[src/rtl/segment_transition_ctl.sv]
// ---------------------------------------------------------------------------
// segment_transition_ctl
//
// Segment sequencer shared by the modulation and STM sample readers. Tracks
// the active segment, its sample index and the number of completed loops,
// and switches to a requested segment using one of five transition modes:
//   8'h00 SYNC_IDX  : switch on the TICK at which the current segment wraps
//   8'h01 SYS_TIME  : switch on the first TICK with sys_time >= req_value
//   8'h02 GPIO      : switch on the first TICK with gpio_in[req_value[1:0]]
//   8'hF0 EXT       : switch at once, then auto-rotate through all segments
//   8'hFF IMMEDIATE : switch at once
//
// Ports
//   clk, rst         system clock, asynchronous active-high reset
//   update_settings  one-cycle pulse that latches the req_* fields
//   req_segment      target segment
//   req_mode         transition mode (encoding above)
//   req_value        SYS_TIME target time, or GPIO input number in [1:0]
//   req_rep          loop count minus one for the target; all-ones = forever
//   cycle            per-segment last sample index, segment 0 in the LSBs
//   tick             sample-advance strobe
//   sys_time         current system time
//   gpio_in          external trigger inputs
//   segment, idx     active segment and sample index
//   stopped          loops exhausted, idx frozen on the last sample
//   pending          a timed transition is latched but not yet applied
//   err              last request was rejected; cleared by the next good one
// ---------------------------------------------------------------------------
module segment_transition_ctl #(
    parameter int NUM_SEGMENT = 4,
    parameter int IDX_WIDTH   = 16,
    parameter int REP_WIDTH   = 16,
    parameter int TIME_WIDTH  = 64,
    parameter int GPIO_WIDTH  = 4
) (
    input  logic                             clk,
    input  logic                             rst,
    input  logic                             update_settings,
    input  logic [$clog2(NUM_SEGMENT)-1:0]   req_segment,
    input  logic [7:0]                       req_mode,
    input  logic [TIME_WIDTH-1:0]            req_value,
    input  logic [REP_WIDTH-1:0]             req_rep,
    input  logic [NUM_SEGMENT*IDX_WIDTH-1:0] cycle,
    input  logic                             tick,
    input  logic [TIME_WIDTH-1:0]            sys_time,
    input  logic [GPIO_WIDTH-1:0]            gpio_in,
    output logic [$clog2(NUM_SEGMENT)-1:0]   segment,
    output logic [IDX_WIDTH-1:0]             idx,
    output logic                             stopped,
    output logic                             pending,
    output logic                             err
);

    // state          | meaning
    // ST_RUN         | playing the active segment, nothing pending
    // ST_STOPPED     | loops exhausted, idx frozen, nothing pending
    // ST_WAIT_RUN    | playing the active segment, transition pending
    // ST_WAIT_STOPPED| frozen on the last sample, transition pending

    localparam int SEG_W = $clog2(NUM_SEGMENT);

    localparam logic [7:0] MODE_SYNC_IDX  = 8'h00;
    localparam logic [7:0] MODE_SYS_TIME  = 8'h01;
    localparam logic [7:0] MODE_GPIO      = 8'h02;
    localparam logic [7:0] MODE_EXT       = 8'hF0;
    localparam logic [7:0] MODE_IMMEDIATE = 8'hFF;

    localparam logic [SEG_W:0]   SEG_COUNT = (SEG_W+1)'(NUM_SEGMENT);
    localparam logic [SEG_W-1:0] SEG_LAST  = SEG_W'(NUM_SEGMENT - 1);

    typedef enum logic [1:0] {
        ST_RUN,
        ST_STOPPED,
        ST_WAIT_RUN,
        ST_WAIT_STOPPED
    } state_t;

    state_t                state;
    logic [REP_WIDTH-1:0]  rep;
    logic [REP_WIDTH-1:0]  loop_cnt;
    logic [7:0]            active_mode;

    logic [SEG_W-1:0]      pend_segment;
    logic [7:0]            pend_mode;
    logic [TIME_WIDTH-1:0] pend_value;
    logic [REP_WIDTH-1:0]  pend_rep;

    logic [IDX_WIDTH-1:0]  cycle_arr [NUM_SEGMENT];
    logic [IDX_WIDTH-1:0]  cycle_cur;
    logic [3:0]            gpio_ext;
    logic                  holding;
    logic                  waiting;
    logic                  at_wrap;
    logic                  done;
    logic                  req_mode_ok;
    logic                  req_valid;
    logic                  req_direct;
    logic                  hit;
    logic [REP_WIDTH-1:0]  loop_next;

    // Result of one TICK on the active segment, ignoring any pending request.
    logic [SEG_W-1:0]      play_seg;
    logic [IDX_WIDTH-1:0]  play_idx;
    logic [REP_WIDTH-1:0]  play_loop;
    logic                  play_stop;

    always_comb begin
        for (int s = 0; s < NUM_SEGMENT; s++) begin
            cycle_arr[s] = cycle[s*IDX_WIDTH +: IDX_WIDTH];
        end
        cycle_cur = cycle_arr[segment];

        gpio_ext = '0;
        for (int g = 0; g < GPIO_WIDTH && g < 4; g++) begin
            gpio_ext[g] = gpio_in[g];
        end
    end

    always_comb begin
        holding   = (state == ST_STOPPED) || (state == ST_WAIT_STOPPED);
        waiting   = (state == ST_WAIT_RUN) || (state == ST_WAIT_STOPPED);
        // cycle is live: an index already past a shrunk cycle wraps too
        at_wrap   = (idx >= cycle_cur);
        loop_next = loop_cnt + REP_WIDTH'(1);
        // rep+1 cannot overflow because all-ones (infinite) is excluded
        done      = at_wrap && (rep != '1) && (loop_next == rep + REP_WIDTH'(1));

        req_mode_ok = (req_mode == MODE_SYNC_IDX) || (req_mode == MODE_SYS_TIME) ||
                      (req_mode == MODE_GPIO) || (req_mode == MODE_EXT) ||
                      (req_mode == MODE_IMMEDIATE);
        req_valid   = req_mode_ok && ({1'b0, req_segment} < SEG_COUNT);
        req_direct  = (req_mode == MODE_EXT) || (req_mode == MODE_IMMEDIATE);

        case (pend_mode)
            MODE_SYNC_IDX: hit = holding || at_wrap;
            MODE_SYS_TIME: hit = (sys_time >= pend_value);
            MODE_GPIO:     hit = gpio_ext[pend_value[1:0]];
            default:       hit = 1'b0;
        endcase
    end

    always_comb begin
        play_seg  = segment;
        play_idx  = idx;
        play_loop = loop_cnt;
        play_stop = 1'b0;
        if (!at_wrap) begin
            play_idx = idx + IDX_WIDTH'(1);
        end else if (done && active_mode == MODE_EXT) begin
            play_seg  = (segment == SEG_LAST) ? '0 : segment + SEG_W'(1);
            play_idx  = '0;
            play_loop = '0;
        end else if (done) begin
            play_idx  = cycle_cur;
            play_loop = loop_next;
            play_stop = 1'b1;
        end else begin
            play_idx  = '0;
            play_loop = loop_next;
        end
    end

    always_ff @(posedge clk or posedge rst) begin
        if (rst) begin
            state        <= ST_RUN;
            segment      <= '0;
            idx          <= '0;
            loop_cnt     <= '0;
            rep          <= '1;
            active_mode  <= MODE_SYNC_IDX;
            pend_segment <= '0;
            pend_mode    <= MODE_SYNC_IDX;
            pend_value   <= '0;
            pend_rep     <= '0;
            stopped      <= 1'b0;
            pending      <= 1'b0;
            err          <= 1'b0;
        end else begin
            if (update_settings) begin
                err <= !req_valid;
            end

            if (update_settings && req_valid && req_direct) begin
                segment     <= req_segment;
                idx         <= '0;
                loop_cnt    <= '0;
                rep         <= req_rep;
                active_mode <= req_mode;
                state       <= ST_RUN;
                stopped     <= 1'b0;
                pending     <= 1'b0;
            end else if (update_settings && req_valid) begin
                // A new request replaces any pending one, even on a TICK
                // that would have applied it; the TICK still plays normally.
                pend_segment <= req_segment;
                pend_mode    <= req_mode;
                pend_value   <= req_value;
                pend_rep     <= req_rep;
                pending      <= 1'b1;
                if (tick && !holding) begin
                    segment  <= play_seg;
                    idx      <= play_idx;
                    loop_cnt <= play_loop;
                end
                if (holding || (tick && play_stop)) begin
                    state   <= ST_WAIT_STOPPED;
                    stopped <= 1'b1;
                end else begin
                    state   <= ST_WAIT_RUN;
                end
            end else if (waiting && tick && hit) begin
                // The qualifying TICK does not advance the old segment.
                segment     <= pend_segment;
                idx         <= '0;
                loop_cnt    <= '0;
                rep         <= pend_rep;
                active_mode <= pend_mode;
                state       <= ST_RUN;
                stopped     <= 1'b0;
                pending     <= 1'b0;
            end else if (tick && !holding) begin
                segment  <= play_seg;
                idx      <= play_idx;
                loop_cnt <= play_loop;
                if (play_stop) begin
                    stopped <= 1'b1;
                    state   <= waiting ? ST_WAIT_STOPPED : ST_STOPPED;
                end
            end
        end
    end

endmodule
[config.mk]
export PLATFORM = sky130hd
export DESIGN_NAME = segment_transition_ctl
export DESIGN_NICKNAME = d
export VERILOG_FILES = /design/src/rtl/segment_transition_ctl.sv
export SDC_FILE = /design/constraint.sdc
export NUM_CORES = 1
export LEC_CHECK = 0
export ABC_AREA = 1
export CAP_MARGIN = 20
export CORE_MARGIN = 3
export CORE_UTILIZATION = 40
export DETAILED_ROUTE_END_ITERATION = 6
export HOLD_SLACK_MARGIN = 0.08
export PLACE_DENSITY = 0.66
export SETUP_SLACK_MARGIN = 0.05
export SYNTH_ARGS = -nofsm -noshare
export SYNTH_HDL_FRONTEND = slang
export SYNTH_SLANG_ARGS = --single-unit
[constraint.sdc]
create_clock -name clk -period 12.7 [get_ports clk]
set_clock_uncertainty 0.05 [all_clocks]
set_input_delay 2.54 -clock clk [delete_from_list [all_inputs] [get_ports clk]]
set_output_delay 2.54 -clock clk [all_outputs]
set_load 0.05 [all_outputs]
==> flow_summary.ini <==
[status]
outcome = completed

[global_routing]
overflow = 0
grt_pass1_vias = 9725
grt_pass1_wl_um = 47000
grt_max_degree = 140
antenna_found_initial = 0
grt_usage_pct = 20.3

[yosys]
ys.warnings.count = 0
synth_cells = 1458
syn_nets = 1768
synth.distinct_cells = 39
ys_seq_area_share_pct = 36.8
synth_area_sq_um = 10500
synth_area_leaders = dfrtp_1, nand2_1, ha_1
ys_ff_latch = 153
avgSynthCellArea_sq_um = 7.18
synth_top_area_share_pct = 32.8
synth_top_area_cell = dfrtp_1

[placed_design]
port_buffers = 246
gp_congestion = 0.878
place_area_sq_um = 13200
dp_hpwl_um = 22100

[drt]
route.vias.total = 9920
final_antenna_net_count = 0
vias_per_cell = 4.89
post-route-drc-count = 0
drt_wl_total_um = 28600
firstDrtPassIters = 5
routedWlPerCell_um = 14.1
drt_iter0_drc = 482

[critical_path]
cp_cell_sequence = clkdlybuf4s50_1, nand2_1, o21ai_1, inv_1, nor2_2, inv_1, a21oi_2, inv_2, nor2_4, inv_2, nand2_1, buf_4, inv_2, nand2_1, nand2_1
crit_end = active_mode[2]
cpMostUsedCell = nand2_1
critical_path_class = input port to flop
timing.rr.end = loop_cnt[0]
r2r_slack_ps = 8270
r2r_cells = 15
slowest_delay_ps = 570
cp_slowest_cell = clkdlybuf4s50_1
worstSetupStartpoint = req_mode[0]
path_max_fanout = 47
cp.required_ps = 12960
arrival_ps = 6000
cp-end-kind = flop
r2r_start = segment[1]
cp-start-kind = input port

[pwr]
power.leakage_nw = 6.51
power_density_nw_per_um2 = 152
peakVddDrop_mv = 0.0941

[clock_network]
postCtsHoldBufs = 0
h-tree-depth = 4
postCtsSetupRepairBufs = 0
clkLatencyLatePin_ps = 430
root_buffer = clkbuf_16
clkSinkCount = 153
clockBufferDepth = 2
cts_tree = yes
ctsResizeCount = 0
clk_pin_slew_worst_paths_ps = 60
cts_made_buffers = 17

[floorplanning]
dieArea_sq_um = 28100
start_util_pct = 41.1
die_height_um = 168
coreArea_sq_um = 25500
ioPinCount = 247
die_x_um = 168
num_rows = 58

[timing]
fmax_ghz = 0.174
slew_violations = 0
fin_crit_sh_pct = 45.2
tightest_slew_ps = 869
hold_viol_final = 0
max_slew_margin_pct = 42.0
setup_viol_count_final = 0
rsz0062_at_grt = false
fin_tns_setup_ps = 0
period_needed_ps = 5740

[hold_path]
min_path_type = flop to flop

[cells_and_area]
drive_gt1_share_pct = 7.30
final_util_pct = 54.5
n_antenna_cell = 0
nFillCells = 2449
syn_to_final_growth_pct = 32.6
fin_area_sq_um = 13900
final_common_cell = nand2_1
nets = 1995
layout_common_cells = nand2_1, clkdlybuf4s50_1, inv_1

[flow_run]
cap_viol_max_count = 0
[per-stage QoR]
stage / total power [mW] / worst slack [ps] / hold WS, ps / cells
floorplan: 1.27 / 6020 / 391 / 1458
global placement: 1.52 / 6570 / 404 / 1994
detailed placement: 1.54 / 6490 / 408 / 1994
CTS: 2.12 / 6940 / 423 / 2026
global route: 2.27 / 6560 / 434 / 2028
finish: 2.10 / 6960 / 421 / 2028
[cell type report]
cell class                 instances  area [sq um]  share of cell area [%]
timing repair buffer             253          2550                    18.4
clock buffer                      19           443                    3.19
multi-input combinational       1076          5710                    41.2
inverter                         184           696                    5.01
sequential                       153          3850                    27.7
tap                              330           413                    2.98
clock inverter                    13           216                    1.56
[state kept, by name (all words and copies together) (netlist names)]
register      cells
pend_value       64
active_mode       8
pend_segment      2
loop_cnt         16
err               1
rep              16
stopped           1
pending           1
idx              16
pend_rep         16
pend_mode         8
state             2
segment           2
[metal layers]
layer	up-vias	track usage, %	part of all wire, %
li1	5165	-	-
met1	4463	26.6	46
met2	269	33.2	45
met3	23	6.09	7.3
met4	0	4.55	1.1
met5	-	0	0
[synthesized netlist by cell type (all sizes together)]
cell type,instances
a21o,3
a21oi,64
a31oi,1
a32o,9
a32oi,1
buf,18
clkbuf,27
clkinv,1
dfrtp,137
dfstp,16
ha,84
inv,183
mux2i,6
nand2,465
nand3,53
nand3b,6
nand4,26
nor2,149
nor3,6
nor3b,1
nor4,2
o211ai,1
o21a,2
o21ai,157
o21bai,2
o22ai,19
or4,1
xnor2,6
xor2,12
[worst min-delay path by stage]
stage | from | depth (start not counted) | slack (ps) | end
finish | pend_rep[15] | 2 | 420 | pend_rep[15]
global route | pend_rep[14] | 2 | 430 | pend_rep[14]
CTS | pend_rep[14] | 2 | 420 | pend_rep[14]
detailed placement | pend_rep[14] | 2 | 410 | pend_rep[14]
global placement | pend_rep[14] | 2 | 400 | pend_rep[14]
floorplan | pend_rep[10] | 2 | 390 | pend_rep[10]
[cell families after synthesis]
family                   Yosys count  share of synthesized area [%]
AO/OA/AOI/OAI                    259                           13.5
XOR/XNOR                          18                           1.51
adder cells (fa/ha/maj)           84                           10.0
buffers and inverters            229                           8.62
flip-flops                       153                           36.8
multiplexers                       6                          0.574
AND/OR/NAND/NOR                  709                           28.9
[power by group]
group,switching (mW),leakage (nW),internal [mW]
clock network,0.214,0.322,0.357
registers,0.103,1.75,0.620
logic,0.481,4.44,0.328
[worst max-delay path: cells and delay by family]
kind	cells	cell delay, ps
buffers and inverters	7	1850
and+or+nand+nor	6	1210
AOI/OAI and AO/OA	2	390
Power figures use the tool's default switching activity.
